## src/rtl/rom_arbiter_if.sv

```systemverilog
// Bus bundle between the two ROM requesters (video port V, CPU port C),
// the arbiter, and the synchronous-read ROM wrapper.
//
// Handshake: a request transfers in the cycle where x_req && x_rdy are both
// high. The requester holds x_a stable until that cycle and may present a new
// address in the next cycle. x_rdy is combinational from x_req. Read data
// comes back on x_d with a one-cycle x_ack pulse, three cycles after the
// transfer, in issue order.
interface rom_arbiter_if #(
  parameter int AW = 13,
  parameter int DW = 8
);
  logic          v_req;
  logic [AW-1:0] v_a;
  logic          v_rdy;
  logic          v_ack;
  logic [DW-1:0] v_d;

  logic          c_req;
  logic [AW-1:0] c_a;
  logic          c_rdy;
  logic          c_ack;
  logic [DW-1:0] c_d;

  logic [AW-1:0] rom_a;
  logic [DW-1:0] rom_d;

  // Arbiter side
  modport slave (
    input  v_req, v_a, c_req, c_a, rom_d,
    output v_rdy, v_ack, v_d, c_rdy, c_ack, c_d, rom_a
  );

  // Requester / ROM side
  modport master (
    output v_req, v_a, c_req, c_a, rom_d,
    input  v_rdy, v_ack, v_d, c_rdy, c_ack, c_d, rom_a
  );
endinterface

```

## src/rtl/rom_arbiter.sv

```systemverilog
// Two-port fixed-priority arbiter for a single synchronous-read ROM.
// Port V wins every collision unless port C has been refused MAXWAIT
// consecutive cycles, in which case C takes that slot. One read issues per
// clock; a two-stage tag pipeline routes each returning byte to its port.
module rom_arbiter #(
  parameter int AW      = 13,
  parameter int DW      = 8,
  parameter int MAXWAIT = 4
) (
  input logic          clock,
  input logic          reset,
  rom_arbiter_if.slave bus
);

  localparam int            CW     = $clog2(MAXWAIT + 1);
  localparam logic [CW-1:0] CW_MAX = CW'(MAXWAIT);
  localparam logic          PORT_V = 1'b0;
  localparam logic          PORT_C = 1'b1;

  typedef struct packed {
    logic valid;
    logic port;
  } tag_t;

  logic [CW-1:0] cwait_q, cwait_d;
  logic [AW-1:0] rom_a_q, rom_a_d;
  tag_t          tag1_q,  tag1_d;
  tag_t          tag2_q,  tag2_d;
  logic [DW-1:0] v_d_q,   v_d_d;
  logic [DW-1:0] c_d_q,   c_d_d;
  logic          v_ack_q, v_ack_d;
  logic          c_ack_q, c_ack_d;

  logic starve;
  logic v_grant;
  logic c_grant;

  // Grant decision; both grants are held low while reset is asserted
  always_comb begin
    starve  = (cwait_q == CW_MAX);
    v_grant = reset && bus.v_req && !(bus.c_req && starve);
    c_grant = reset && bus.c_req && (!bus.v_req || starve);
  end

  // Starvation count: grows while C is refused, restarts when C is served or idle
  always_comb begin
    cwait_d = cwait_q;
    if (!bus.c_req || c_grant) begin
      cwait_d = '0;
    end else if (!starve) begin
      cwait_d = cwait_q + CW'(1);
    end
  end

  // Issue stage: latch the granted address and tag it with its port
  always_comb begin
    rom_a_d      = rom_a_q;
    tag1_d.valid = v_grant || c_grant;
    tag1_d.port  = c_grant ? PORT_C : PORT_V;
    if (v_grant) begin
      rom_a_d = bus.v_a;
    end else if (c_grant) begin
      rom_a_d = bus.c_a;
    end
    tag2_d = tag1_q;
  end

  // Return stage: steer ROM data to the tagged port, other port keeps its data
  always_comb begin
    v_ack_d = tag2_q.valid && (tag2_q.port == PORT_V);
    c_ack_d = tag2_q.valid && (tag2_q.port == PORT_C);
    v_d_d   = v_ack_d ? bus.rom_d : v_d_q;
    c_d_d   = c_ack_d ? bus.rom_d : c_d_q;
  end

  // State registers; reset drops every in-flight tag so no stale ack appears
  always_ff @(posedge clock or negedge reset) begin
    if (!reset) begin
      cwait_q <= '0;
      rom_a_q <= '0;
      tag1_q  <= '0;
      tag2_q  <= '0;
      v_d_q   <= '0;
      c_d_q   <= '0;
      v_ack_q <= 1'b0;
      c_ack_q <= 1'b0;
    end else begin
      cwait_q <= cwait_d;
      rom_a_q <= rom_a_d;
      tag1_q  <= tag1_d;
      tag2_q  <= tag2_d;
      v_d_q   <= v_d_d;
      c_d_q   <= c_d_d;
      v_ack_q <= v_ack_d;
      c_ack_q <= c_ack_d;
    end
  end

  // Output drive
  always_comb begin
    bus.v_rdy = v_grant;
    bus.c_rdy = c_grant;
    bus.rom_a = rom_a_q;
    bus.v_ack = v_ack_q;
    bus.c_ack = c_ack_q;
    bus.v_d   = v_d_q;
    bus.c_d   = c_d_q;
  end

endmodule
```

## src/flat_wrapper.sv

```systemverilog
// flat-port wrapper written by rule: the top's interface ports become plain ports
module rom_arbiter_flat 
#(
  parameter int AW      = 13,
  parameter int DW      = 8,
  parameter int MAXWAIT = 4
)
  (clock, reset, bus_v_req, bus_v_a, bus_c_req, bus_c_a, bus_rom_d, bus_v_rdy, bus_v_ack, bus_v_d, bus_c_rdy, bus_c_ack, bus_c_d, bus_rom_a);
  rom_arbiter_if #(.AW(AW), .DW(DW)) bus_i ();
  input logic clock;
  input logic reset;
  input wire logic [$bits(bus_i.v_req)-1:0] bus_v_req;
  input wire logic [$bits(bus_i.v_a)-1:0] bus_v_a;
  input wire logic [$bits(bus_i.c_req)-1:0] bus_c_req;
  input wire logic [$bits(bus_i.c_a)-1:0] bus_c_a;
  input wire logic [$bits(bus_i.rom_d)-1:0] bus_rom_d;
  output wire logic [$bits(bus_i.v_rdy)-1:0] bus_v_rdy;
  output wire logic [$bits(bus_i.v_ack)-1:0] bus_v_ack;
  output wire logic [$bits(bus_i.v_d)-1:0] bus_v_d;
  output wire logic [$bits(bus_i.c_rdy)-1:0] bus_c_rdy;
  output wire logic [$bits(bus_i.c_ack)-1:0] bus_c_ack;
  output wire logic [$bits(bus_i.c_d)-1:0] bus_c_d;
  output wire logic [$bits(bus_i.rom_a)-1:0] bus_rom_a;
  assign bus_i.v_req = bus_v_req;
  assign bus_i.v_a = bus_v_a;
  assign bus_i.c_req = bus_c_req;
  assign bus_i.c_a = bus_c_a;
  assign bus_i.rom_d = bus_rom_d;
  assign bus_v_rdy = bus_i.v_rdy;
  assign bus_v_ack = bus_i.v_ack;
  assign bus_v_d = bus_i.v_d;
  assign bus_c_rdy = bus_i.c_rdy;
  assign bus_c_ack = bus_i.c_ack;
  assign bus_c_d = bus_i.c_d;
  assign bus_rom_a = bus_i.rom_a;
  rom_arbiter #(.AW(AW), .DW(DW), .MAXWAIT(MAXWAIT)) u_core (.clock(clock), .reset(reset), .bus(bus_i));
endmodule
```

## config.mk

```make
export PLATFORM = sky130hd
export DESIGN_NAME = rom_arbiter_flat
export DESIGN_NICKNAME = d
export VERILOG_FILES = /design/src/rtl/rom_arbiter_if.sv /design/src/rtl/rom_arbiter.sv /design/src/flat_wrapper.sv
export SDC_FILE = /design/constraint.sdc
export NUM_CORES = 1
export LEC_CHECK = 0
export ABC_AREA = 0
export ABC_CLOCK_PERIOD_IN_PS = 1300
export BUFFER_PORTS_ARGS = -buffer_cell sky130_fd_sc_hd__buf_4
export CORE_MARGIN = 2
export CORE_UTILIZATION = 42
export CTS_CLUSTER_DIAMETER = 80
export DETAILED_ROUTE_END_ITERATION = 8
export PLACE_DENSITY = 0.75
export SYNTH_ARGS = -nofsm -noshare
export SYNTH_HDL_FRONTEND = slang
export SYNTH_SLANG_ARGS = --single-unit
```

## constraint.sdc

```tcl
create_clock -name clock -period 1.3 [get_ports clock]
set_input_delay 0.13 -clock clock [delete_from_list [all_inputs] [get_ports clock]]
set_output_delay 0.13 -clock clock [all_outputs]
set_load 0.02 [all_outputs]
```

; ---- Word-level counts from Yosys, hierarchy flattened
; Index checks and enable logic that the tools add are counted.
[totals]
register_bits = 38
latch_bits = 0
mem_bits_rw = 0
romBits = 0
wordCells = 33
n_memories = 0
[classes]
addsub = 1
n_mul = 0
div = 0
magnitude_cmp = 0
n_eq_ne = 2
shift = 0
mux = 5
bitwise = 1
n_reduce_logical = 14
[ops]
columns = cell, n
row1 = two-way mux 13 bit, 2
row2 = logical AND 1 bit, 7
row3 = two-way mux 3 bit, 2
row4 = "adder 3 x 1 -> 3 bit, second input constant", 1
row5 = "== test 3 bit, second input constant", 1
row6 = zero test 1 bit, 3
row7 = logical OR 1 bit, 3
row8 = "inequality test 2 bit, second input constant", 1
row9 = nonzero test 2 bit, 1
row10 = two-way mux 1 bit, 1
row11 = NOT 1 bit, 1

; ---- Depth between registers and ports, before layout
; Gate-level depths: netlist of the first run.
[depth]
depth_word = 5
depth_mapped = 6
ltp_nobuf = 5

; ---- Worst setup path after synthesis of the first run
; OpenSTA, ideal clock, no wires.
[synth_timing]
path_type = reg-to-output
start = register u_core.cwait_q[0]
end = output port bus_v_rdy
arrival_time_ns = 1.202
setup_slack_ns = -0.032
stages_incl_launch_ff = 6
n_path_buf = 1
cell_sequence = dfrtp_1 > inv_1 > ha_1 > and3_4 > buf_6 > nor2_1
[synth_between]
elab_chain_len = 4
[synth_lines]
columns = item, line
row1 = start: declaration, rom_arbiter.sv:25  ; logic [CW-1:0] cwait_q, cwait_d;
row2 = start signal: assignment, rom_arbiter.sv:88  ; cwait_q <= cwait_d;
row3 = == test 3 bit, rom_arbiter.sv:40  ; starve = (cwait_q == CW_MAX);
row4 = logical AND 1 bit, rom_arbiter.sv:41  ; v_grant = reset && bus.v_req && !(bus.c_req && starve);
row5 = zero test 1 bit, rom_arbiter.sv:41
row6 = logical AND 1 bit, rom_arbiter.sv:41
row7 = end: declaration, flat_wrapper.sv:17  ; output wire logic [$bits(bus_i.v_rdy)-1:0] bus_v_rdy;
; No other way between the ends.

; ---- Worst setup path after layout of the first run
; Ends and elaborated chain as after synthesis.

==> qor.txt, run 1 <==
CLOCKING
--------------------------------------------------------------------------------
CTS tree ..........................................................         done
Total CTS buffers .................................................            5
Reg clk slew, reported paths ......................................      0.07 ns
Root buffer cell ..................................................     clkbuf_8
Skew-Pair Late Insertion Delay ....................................      0.28 ns
TritonCTS sink count ..............................................           38
Largest buffer count on any clock path ............................            2
Max H-tree Level ..................................................            2

RUN STATUS
--------------------------------------------------------------------------------
Run status ........................................................ finished with violations
Violated checks ................................................... negative setup slack

DRT
--------------------------------------------------------------------------------
DRC violation total after the first TritonRoute iteration .........           61
Antenna Nets Post-Route ...........................................            0
Vias post-DR ......................................................         1436
Drt pass-1 iters ..................................................            4
Via-to-Cell Ratio .................................................         5.11
Routed length per instance ........................................      14.4 um
Total detailed-routing wirelength .................................      4040 um
DRC violation count after routing .................................            0

PWR
--------------------------------------------------------------------------------
Leakage power .....................................................      1.19 nW
Power, Total ......................................................      3.32 mW
Power per cell area ...............................................  1330 nW/um2
Maximum resistive drop on vdd .....................................     0.741 mV

FINAL LAYOUT
--------------------------------------------------------------------------------
Count of fill cells added during filler insertion .................          303
Final design instance area without fill ...........................     2490 um2
Fraction of final layout cells with drive strength greater than 1 .        53.6%
Antenna Cells .....................................................            0
Final standard cell count with taps included and fillers excluded .          281
Layout-stage area growth over the synthesis result ................        53.1%
Layout net count ..................................................          272
Total area of sequential cells ....................................      951 um2
Multi-input logic area ............................................      636 um2

FLOORPLAN
--------------------------------------------------------------------------------
Number of I/O pins ................................................           71
Floorplan die width ...............................................      66.2 um
Y dimension of the die ............................................      66.2 um
Die footprint .....................................................     4390 um2
Placement row count ...............................................           22
Starting utilization of the core area .............................        44.1%
Area of the core ..................................................     3690 um2

LOGIC SYNTHESIS
--------------------------------------------------------------------------------
Count of warnings emitted by yosys ................................            0
Syn Nets ..........................................................          181
Cell with the most instances after synthesis ......................      dfrtp_1
Number of enable-type register cells in the synthesized netlist ...            0
Proportion of synthesized chip area in sequential cells ...........        58.5%
Number of different library cells in the post-synthesis netlist ...           20
Dominant cell type by area after synthesis ........................      dfrtp_1
Post-Syn Instances ................................................          141
Synth Cell Area ...................................................     1630 um2
Biggest area contributors in the synthesized netlist .............. dfrtp_1 (58%), mux2_2 (12%), a31oi_1 (5.0%)
Dominant synthesized flop cell ....................................      dfrtp_1
FF+latch count, synth .............................................           38
Post-Synthesis Mean Instance Area .................................     11.5 um2
Async set-or-reset flop fraction in the synthesized netlist .......         100%
Fraction of synthesized cell area taken by the top area cell type .        58.5%
Most numerous cell types in the synthesized netlist ............... dfrtp_1 (38), mux2_2 (17), nand3_1 (16)

TIMING
--------------------------------------------------------------------------------
Smallest hold slack ...............................................    0.0803 ns
PnR worst setup slack .............................................    -0.131 ns
Highest Clock Rate ................................................      699 MHz
Final hold vios ...................................................            0
Transition time at the pin with the least slew margin .............     0.460 ns
Setup repair after global routing missed its margin ...............          yes
Final max-slew violation count ....................................            0
Minimum clock period ..............................................      1.43 ns
Tightest slew margin relative to the limit ........................        69.2%
Period Utilization, post-route ....................................         110%
Number of setup violations in the final report ....................           19
Largest clock skew in the final design ............................   0.00420 ns

WORST SETUP PATH
--------------------------------------------------------------------------------
Worst reg2reg setup slack .........................................     -0.08 ns
Critical path data arrival time ...................................      1.30 ns
Largest fanout on the critical path ...............................            3
Class of the most critical setup path .............................      reg2out
Required arrival time at the worst endpoint .......................      1.17 ns
Kind of launch point of the worst setup path ......................    flip-flop
Crit end category ................................................. primary output

GRT
--------------------------------------------------------------------------------
Number of antenna violations at the first check in global routing .            0
Global-route wire length before repair ............................      6820 um
Final global-route overflow total .................................            0
Global routing usage summed across all routing layers .............        20.9%
Largest net degree at the start of global routing .................           28
Via count of the first global-routing pass ........................         1515

PLACED DESIGN
--------------------------------------------------------------------------------
DP Wirelength .....................................................      2850 um
Area after DPL ....................................................     2230 um2
Port buffer count .................................................           70
Cell total after placement ........................................          259
Routability Congestion ............................................        0.745

RUN
--------------------------------------------------------------------------------
Number of maximum-capacitance violations ..........................            0

MIN PATH
--------------------------------------------------------------------------------
Worst min-delay path category .....................................       in2reg

placed cells by master (no fill, tap or decap):
| master | synthesis | layout |
|---|---|---|
| o21a_1 | 1 | 1 |
| o21ai_1 | 6 | 6 |
| and3_4 | 1 | 1 |
| and2_4 | 1 | 1 |
| a31oi_1 | 13 | 13 |
| ha_1 | 2 | 1 |
| nand2b_1 | 2 | 2 |
| nor2_4 | 0 | 1 |
| dlygate4sd3_1 | 0 | 2 |
| a21boi_2 | 0 | 1 |
| a21boi_1 | 2 | 1 |
| ha_4 | 0 | 1 |
| nand2_4 | 0 | 1 |
| a21oi_2 | 0 | 1 |
| inv_2 | 0 | 2 |
| a21oi_1 | 2 | 1 |
| o211ai_1 | 1 | 1 |
| mux2_2 | 17 | 17 |
| clkinv_2 | 0 | 2 |
| or3_4 | 0 | 1 |
| nand2_1 | 4 | 3 |
| dfrtp_1 | 38 | 38 |
| bufinv_16 | 0 | 1 |
| clkbuf_8 | 0 | 5 |
| buf_12 | 0 | 1 |
| inv_1 | 4 | 2 |
| or3_1 | 2 | 1 |
| nor2_1 | 14 | 13 |
| buf_4 | 0 | 86 |
| buf_6 | 4 | 3 |
| o21ai_0 | 7 | 7 |
| nand3_1 | 16 | 16 |
area by class of cell:
class                           instances  share of cell area [%]
Clock inverter                          3                    1.61
Tap cell                               48                    2.41
Sequential cell                        38                    38.2
Timing Repair Buffer                   92                    28.9
Inverter                                4                   0.603
Clock buffer                            5                    2.76
Multi-Input combinational cell         91                    25.5
stage by stage:
step / util [%] / TNS (ns) / worst slack (ns)
after floorplan: - / 0 / 0.0364
after global placement: 60.3 / -0.0204 / -0.0126
after detailed placement: 60.3 / -0.229 / -0.0648
after CTS: 66.6 / -0.709 / -0.112
after global routing: 67.5 / -2.25 / -0.179
final: 67.5 / -0.887 / -0.131
path summary, 6_finish.rpt:
kind	depth (start not counted)	endpoint	start
min in group asynchronous	2	u_core.bus.rom_a[1]	reset
hold reg to reg	0	u_core.tag2_q[1]	u_core.tag1_q[1]
max in group asynchronous	3	u_core.bus.c_d[7]	reset
hold / removal	2	u_core.bus.v_d[4]	bus_rom_d[4]
setup / recovery	5	bus_v_rdy	u_core.cwait_q[0]
setup reg to reg	6	u_core.bus.rom_a[2]	u_core.cwait_q[0]
routing by layer:
layer / GRT usage [%] / share of wire, % / vias to the layer above / routed length [um]
met2: 35.9 / 50 / 70 / 2040
met4: 7.91 / 1.3 / 0 / 52
met3: 6.47 / 7.8 / 7 / 315
li1: - / - / 679 / -
met5: 0 / 0 / - / 0
met1: 24.4 / 40 / 680 / 1630
timing repair:
action | in CTS | in global routing
pin swaps | 5 | 4
resized for setup | 8 | 4
endpoints found under the hold margin | 38 | 0
endpoints found under the setup margin | 15 | 19
hold buffers | 2 | 0
setup buffers | 10 | 2
worst max-delay path, stage by stage (launching register included):
cell and delay (ns):
dfrtp_1 0.40, inv_2 0.08, ha_4 0.15, and3_4 0.21, nor2_4 0.04, buf_6 0.14
state kept, by name, indices dropped and copies added, names as in the netlist:
name,count
u_core.bus.c_ack,1
u_core.bus.v_d,8
u_core.bus.rom_a,13
u_core.cwait_q,3
u_core.bus.v_ack,1
u_core.bus.c_d,8
u_core.tag1_q,2
u_core.tag2_q,2
kinds of logic (layout without fill, tap and decap cells):
group	count (synthesis)	after routing	share of synthesized area (%)
AOI/OAI and AO/OA	32	32	11.5
adders and majority gates	2	2	1.54
buffers and inverters	12	104	4.92
DFF	38	38	58.5
muxes	17	17	11.8
and+or+nand+nor	40	40	11.8
report_power, final:
part           switching (mW)  total (mW)  internal [mW]
Combinational           0.453       0.913          0.460
Sequential             0.0885        1.44           1.35
Clock                   0.399       0.964          0.564
No activity file was read; power rests on OpenSTA's default activity.
==> run 2, diff against run 1 <==
--- a/config.mk
+++ b/config.mk
@@ -9,10 +9,12 @@
 export ABC_CLOCK_PERIOD_IN_PS = 1300
 export BUFFER_PORTS_ARGS = -buffer_cell sky130_fd_sc_hd__buf_4
 export CORE_MARGIN = 2
-export CORE_UTILIZATION = 42
+export CORE_UTILIZATION = 44
+export CTS_BUF_LIST = sky130_fd_sc_hd__clkbuf_8
 export CTS_CLUSTER_DIAMETER = 80
 export DETAILED_ROUTE_END_ITERATION = 8
-export PLACE_DENSITY = 0.75
+export PLACE_DENSITY = 0.78
+export SETUP_SLACK_MARGIN = 0.15
 export SYNTH_ARGS = -nofsm -noshare
 export SYNTH_HDL_FRONTEND = slang
 export SYNTH_SLANG_ARGS = --single-unit
==> run 2 against run 1 <==
  * The run still ends with negative setup slack left
  * Clock power is 17% lower
  * Maximum frequency down 0.93%
  * Via count shrank 4.6%
  * Cell count is 2.5% lower
  * Critical endpoint unchanged
  * Combinational power fell by 0.4%
  * First-iteration DRC count increased by 6.6%
  * Routed wire length decreased by 6.4%
  * Highest routed layer unchanged
  * Register-to-register slack better by 0.02 ns
==> qor.txt, run 2 (synthesis gave the netlist of run 1 again) <==
FINAL LAYOUT
-------------------------------------------------------------------------------------
Antenna Cells ..........................................................            0   unchanged
Layout-stage area growth over the synthesis result .....................        51.6%
Fraction of final layout cells with drive strength greater than 1 ......        50.9%   -2.8 points
Most frequent standard cell in the layout excluding fill and tap cells .        buf_4
Largest register FFs ...................................................           13   unchanged
Total area of sequential cells .........................................      951 um2   unchanged
Count of fill cells added during filler insertion ......................          313   +3.3%
Final design instance area without fill ................................     2470 um2   -0.95%
Layout net count .......................................................          265   -2.6%
Commonest non-fill, non-tap cells in the layout ........................ buf_4 (74), dfrtp_1 (38), mux2_2 (17)
Post-layout util .......................................................        68.4%   +0.89 points
Multi-input logic area .................................................      634 um2   -0.20%
Final standard cell count with taps included and fillers excluded ......          274   -2.5%

RUN STATUS
-------------------------------------------------------------------------------------
Run status ............................................................. finished with violations
Violated checks ........................................................ negative setup slack

TIMING
-------------------------------------------------------------------------------------
PnR worst setup slack ..................................................    -0.144 ns   -0.0134 ns
Period Utilization, post-route .........................................         111%   +1.0 points
Tightest slew margin relative to the limit .............................        45.2%   -24 points
Smallest hold slack ....................................................    0.0632 ns   -0.0171 ns
Transition time at the pin with the least slew margin ..................     0.822 ns   +0.361 ns
Highest Clock Rate .....................................................      692 MHz   -0.93%
Minimum clock period ...................................................      1.44 ns   +0.0134 ns
Final hold vios ........................................................            0   unchanged
Number of setup violations in the final report .........................           16   -3
Setup repair after global routing missed its margin ....................          yes
Largest clock skew in the final design .................................   0.00375 ns   -0.000445 ns
Final max-slew violation count .........................................            0   unchanged

PWR
-------------------------------------------------------------------------------------
Leakage power ..........................................................      1.18 nW   -1.2%
Power, Total ...........................................................      3.15 mW   -4.9%
Maximum resistive drop on vdd ..........................................     0.813 mV   +9.7%
Power per cell area ....................................................  1280 nW/um2   -4.0%

GRT
-------------------------------------------------------------------------------------
Number of antenna violations at the first check in global routing ......            0   unchanged
Final global-route overflow total ......................................            0   unchanged
Largest net degree at the start of global routing ......................           28   unchanged
Global routing usage summed across all routing layers ..................        19.4%   -1.5 points
Global-route wire length before repair .................................      6130 um   -10%
Via count of the first global-routing pass .............................         1332   -12%

RUN
-------------------------------------------------------------------------------------
Number of maximum-capacitance violations ...............................            0   unchanged

CLOCKING
-------------------------------------------------------------------------------------
Largest buffer count on any clock path .................................            2   unchanged
Root buffer cell .......................................................     clkbuf_8
CTS tree ...............................................................         done
TritonCTS sink count ...................................................           38   unchanged
Total CTS buffers ......................................................            5   unchanged
Skew-Pair Late Insertion Delay .........................................      0.28 ns   about the same
Max H-tree Level .......................................................            2   unchanged
Reg clk slew, reported paths ...........................................      0.07 ns   about the same

FLOORPLAN
-------------------------------------------------------------------------------------
Starting utilization of the core area ..................................        45.1%   +1.0 points
Y dimension of the die .................................................      64.8 um   -2.2%
Number of I/O pins .....................................................           71   unchanged
Floorplan die width ....................................................      64.8 um   -2.2%
Area of the core .......................................................     3610 um2   -2.2%
Placement row count ....................................................           22   unchanged
Die footprint ..........................................................     4200 um2   -4.3%

DRT
-------------------------------------------------------------------------------------
Antenna Nets Post-Route ................................................            0   unchanged
Total detailed-routing wirelength ......................................      3780 um   -6.4%
Vias post-DR ...........................................................         1370   -4.6%
Via-to-Cell Ratio ......................................................         5.00   -2.2%
DRC violation count after routing ......................................            0   unchanged
DRC violation total after the first TritonRoute iteration ..............           65   +6.6%
Routed length per instance .............................................      13.8 um   -4.0%
Drt pass-1 iters .......................................................            4   unchanged

PLACED DESIGN
-------------------------------------------------------------------------------------
Area after DPL .........................................................     2250 um2   +1.2%
DP Wirelength ..........................................................      2730 um   -4.2%
Port buffer count ......................................................           70   unchanged
Cell total after placement .............................................          256   -1.2%
Routability Congestion .................................................        0.673   -9.6%

WORST SETUP PATH
-------------------------------------------------------------------------------------
Critical path data arrival time ........................................      1.31 ns   about the same
Required arrival time at the worst endpoint ............................      1.17 ns   about the same
Kind of launch point of the worst setup path ...........................    flip-flop
Largest fanout on the critical path ....................................            3   unchanged
Class of the most critical setup path ..................................      reg2out
Crit end category ...................................................... primary output

MIN PATH
-------------------------------------------------------------------------------------
Worst min-delay path category ..........................................       in2reg

## run 2: cell count changes in the layout (fill, tap and decap cells not counted), moves of 2 or more
| cell | delta |
|---|---|
| buf_4 | -12 |
| buf_12 | +3 |
| o21ai_0 | -3 |
| o21ai_1 | +3 |
| buf_6 | +2 |
## run 2: where the power goes
part	total (mW)	switching, mW	internal (mW)
registers	1.44	0.0903	1.35
logic	0.909	0.447	0.462
clock network	0.802	0.383	0.419
## run 2: path summary, 6_finish.rpt
path	start	endpoint	slack, ns	cells past startpoint
max reg2reg	u_core.cwait_q[1]	u_core.bus.rom_a[1]	-0.06	6
max	u_core.cwait_q[1]	bus_v_rdy	-0.14	5
min reg2reg	u_core.tag1_q[0]	u_core.tag2_q[0]	0.36	0
max in group asynchronous	reset	u_core.bus.rom_a[5]	0.56	3
min	bus_v_req	u_core.tag1_q[0]	0.06	2
min in group asynchronous	reset	u_core.cwait_q[1]	0.24	3
## run 2: layout make-up
class | instances | area share [%]
multi-input combinational | 91 | 25.7
timing repair buffer | 85 | 29.0
sequential | 38 | 38.6
clock buffer | 6 | 3.35
inverter | 4 | 0.609
clock inverter | 2 | 0.355
tap | 48 | 2.44
## run 2: critical path, cell delays in order (launching register included)
cell     delay, ns
dfrtp_1       0.39
inv_2         0.08
ha_4          0.16
and3_4        0.22
nor2_4        0.04
buf_6         0.15
## run 2: metrics by stage
step	TNS [ns]	setup slack, ns
floorplan	0	0.134
global placement	0	0.0362
detailed placement	0	0.00831
CTS	-0.841	-0.126
global route	-1.97	-0.192
finish	-0.800	-0.144
## run 2: per-layer routing
| metal | global-route usage, % | share of wire, % |
|---|---|---|
| met1 | 21.8 | 40 |
| met2 | 33.0 | 49 |
| met3 | 8.51 | 9.8 |
| met4 | 6.38 | 1.3 |
| met5 | 0 | 0 |
## run 2: repair_timing
item                                    CTS  global route
hold endpoints to repair                 38             0
endpoints found under the setup margin   18            36
gates resized for setup                   3             7
hold buffers                              2             0
setup buffers                             5             3
pin swaps                                 2             5
==> run 3, diff against run 2 <==
--- a/config.mk
+++ b/config.mk
@@ -13,7 +13,7 @@
 export CTS_BUF_LIST = sky130_fd_sc_hd__clkbuf_8
 export CTS_CLUSTER_DIAMETER = 80
 export DETAILED_ROUTE_END_ITERATION = 8
-export PLACE_DENSITY = 0.78
+export PLACE_DENSITY_LB_ADDON = 0.25
 export SETUP_SLACK_MARGIN = 0.15
 export SYNTH_ARGS = -nofsm -noshare
 export SYNTH_HDL_FRONTEND = slang
==> run 3 against run 2 <==
  * Die area unchanged
  * Routed wire length is 6.0% higher
  * Via count grew 4.2%
  * Clock power up 51%
  * The flow still finishes with violations (negative setup slack)
  * Critical endpoint unchanged
  * Highest routed layer unchanged
  * Sequential share of layout area is 0.31 points lower
  * Clock skew about the same
  * Combinational power fell by 1%
==> qor.txt, run 3 (synthesis gave the netlist of run 1 again) <==
WORST SETUP PATH
-------------------------------------------------------------------------------------
Kind of launch point of the worst setup path ...........................    flip-flop
Worst reg2reg setup slack ..............................................     -0.07 ns   about the same
Required arrival time at the worst endpoint ............................      1.17 ns   about the same
Family with the most delay on the worst path ...........................   flip-flops
Critical path data arrival time ........................................      1.31 ns   about the same
Worst path buffer plus inverter count ..................................            2   unchanged
Class of the most critical setup path ..................................      reg2out
Worst reg2reg endpoint ................................................. u_core.bus.rom_a[1]
Crit end category ...................................................... primary output
Reg2Reg Launch Point ................................................... u_core.cwait_q[0]
CP cell instances ...................................................... inv_2 -> ha_4 -> and3_4 -> nor2_2 -> buf_6
Cell depth of the worst flop-to-flop path ..............................            7   +1
Slowest stage delay, CP ................................................      0.40 ns   about the same
Logic depth of the worst setup path including buffers ..................            5   unchanged
Largest fanout on the critical path ....................................            3   unchanged
Crit path max-delay cell type ..........................................      dfrtp_1

PWR
-------------------------------------------------------------------------------------
Sequential power share .................................................        40.7%   -5.0 points
Maximum resistive drop on vdd ..........................................     0.718 mV   -12%
Portion of total power attributed to the clock network .................        34.0%   +8.6 points
Leakage power ..........................................................      1.17 nW   about the same
Power per cell area ....................................................  1430 nW/um2   +12%
Switch Pwr .............................................................     0.944 mW   +2.6%
Power Internal .........................................................      2.62 mW   +17%
Switching share of power ...............................................        26.5%   -2.7 points
Part of the power in combinational logic ...............................        25.3%   -3.5 points

TIMING
-------------------------------------------------------------------------------------
Largest clock skew in the final design .................................   0.00358 ns   -0.000176 ns
Transition time at the pin with the least slew margin ..................     0.791 ns   -0.0311 ns
Final hold vios ........................................................            0   unchanged
Period Utilization, post-route .........................................         111%   -0.27 points
Smallest hold slack ....................................................    0.0396 ns   -0.0236 ns
Final max-slew violation count .........................................            0   unchanged
Minimum clock period ...................................................      1.44 ns   -0.00352 ns
Number of setup violations in the final report .........................           17   +1
PnR worst setup slack ..................................................    -0.141 ns   +0.00352 ns
Highest Clock Rate .....................................................      694 MHz   +0.24%
Tightest slew margin relative to the limit .............................        47.3%   +2.1 points
Setup repair after global routing missed its margin ....................          yes

CLOCKING
-------------------------------------------------------------------------------------
Max H-tree Level .......................................................            2   unchanged
Skew-Pair Late Insertion Delay .........................................      0.28 ns   about the same
TritonCTS sink count ...................................................           38   unchanged
CTS tree ...............................................................         done
Total CTS buffers ......................................................            5   unchanged
Root buffer cell .......................................................     clkbuf_8
Reg clk slew, reported paths ...........................................      0.07 ns   about the same
Largest buffer count on any clock path .................................            2   unchanged

GRT
-------------------------------------------------------------------------------------
Largest net degree at the start of global routing ......................           32   +14%
Global-route wire length before repair .................................      6600 um   +7.8%
Via count of the first global-routing pass .............................         1455   +9.2%
Final global-route overflow total ......................................            0   unchanged
Global routing usage summed across all routing layers ..................        20.6%   +1.2 points
Number of antenna violations at the first check in global routing ......            0   unchanged

FINAL LAYOUT
-------------------------------------------------------------------------------------
Most frequent standard cell in the layout excluding fill and tap cells .        buf_4
Antenna Cells ..........................................................            0   unchanged
Fraction of final layout cells with drive strength greater than 1 ......        52.7%   +1.8 points
Largest register FFs ...................................................           13   unchanged
Final design instance area without fill ................................     2490 um2   +0.81%
Count of fill cells added during filler insertion ......................          255   -19%
Layout net count .......................................................          265   unchanged
Layout-stage area growth over the synthesis result .....................        52.8%
Commonest non-fill, non-tap cells in the layout ........................ buf_4 (78), dfrtp_1 (38), mux2_2 (17)
Post-layout util .......................................................        68.9%   +0.56 points

DRT
-------------------------------------------------------------------------------------
Total detailed-routing wirelength ......................................      4000 um   +6.0%
Drt pass-1 iters .......................................................            6   +2
Via-to-Cell Ratio ......................................................         5.21   +4.2%
DRC violation count after routing ......................................            0   unchanged
Routed length per instance .............................................      14.6 um   +6.0%
DRC violation total after the first TritonRoute iteration ..............          101   +55%
Vias post-DR ...........................................................         1427   +4.2%
Antenna Nets Post-Route ................................................            0   unchanged

PLACED DESIGN
-------------------------------------------------------------------------------------
DP Wirelength ..........................................................      2830 um   +3.8%
Routability Congestion .................................................        0.801   +19%
Port buffer count ......................................................           70   unchanged
Setup slack after placement ............................................  -0.00582 ns   -0.0141 ns
Area after DPL .........................................................     2220 um2   -1.4%

FLOORPLAN
-------------------------------------------------------------------------------------
Placement row count ....................................................           22   unchanged
Number of I/O pins .....................................................           71   unchanged
Floorplan die width ....................................................      64.8 um   unchanged
Y dimension of the die .................................................      64.8 um   unchanged
Starting utilization of the core area ..................................        45.1%   unchanged
Area of the core .......................................................     3610 um2   unchanged
Die footprint ..........................................................     4200 um2   unchanged

RUN STATUS
-------------------------------------------------------------------------------------
Violated checks ........................................................ negative setup slack
Run status ............................................................. finished with violations

RUN
-------------------------------------------------------------------------------------
Number of maximum-capacitance violations ...............................            0   unchanged

MIN PATH
-------------------------------------------------------------------------------------
Worst min-delay path category ..........................................     in2async

run 3: area by class of cell:
type / instances / area (um2) / area share, %
clock buffers: 6 / 82.6 / 3.32
inverters: 4 / 15.0 / 0.604
flip-flops and latches: 38 / 951 / 38.2
multi-input cells: 91 / 637 / 25.6
well taps: 48 / 60.1 / 2.42
repair buffers: 85 / 681 / 27.4
clock inverters: 2 / 60.1 / 2.42
run 3: per-layer routing:
layer,vias up,track usage (%),part of all wire (%)
met3,8,5.21,7.5
li1,666,-,-
met5,-,0,0
met1,681,25.4,40
met4,0,8.51,2.0
met2,72,34.4,50
run 3: worst register-to-register path: stages, from the launching register on:
cell     delay (ns)
dfrtp_1        0.40
inv_2          0.08
ha_4           0.16
buf_4          0.12
nand3_2        0.10
buf_12         0.17
nand3_1        0.08
a31oi_1        0.09
run 3: through the flow:
step	TNS (ns)	cells	power, mW
after floorplan	0	141	1.90
after global placement	0	255	2.29
after detailed placement	-0.00582	255	2.33
after CTS	-0.986	270	3.58
after global routing	-2.12	274	3.74
final	-1.08	274	3.56
run 3: worst max-delay path by stage:
stage	from	endpoint
final	u_core.cwait_q[0]	bus_v_rdy
after detailed placement	reset	u_core.bus.rom_a[2]
after CTS	u_core.cwait_q[0]	bus_c_rdy
after global placement	reset	u_core.bus.rom_a[1]
after floorplan	u_core.cwait_q[1]	u_core.cwait_q[0]
after global routing	u_core.cwait_q[0]	bus_v_rdy
run 3: what timing repair did:
| action | in CTS | in global routing |
|---|---|---|
| pin swaps | 2 | 5 |
| gates resized for setup | 3 | 6 |
| buffers inserted | 6 | 4 |
| hold buffers | 1 | 0 |
| setup endpoints to repair | 26 | 18 |
| hold endpoints to repair | 7 | 0 |
run 3: power by group through the flow:
stage                     clock (mW)  sequential [mW]  combinational [mW]
final                           1.21             1.45               0.900
after global routing            1.30             1.47               0.966
after CTS                       1.24             1.45               0.891
after detailed placement           0             1.47               0.865
after global placement             0             1.45               0.839
after floorplan                    0             1.65               0.250
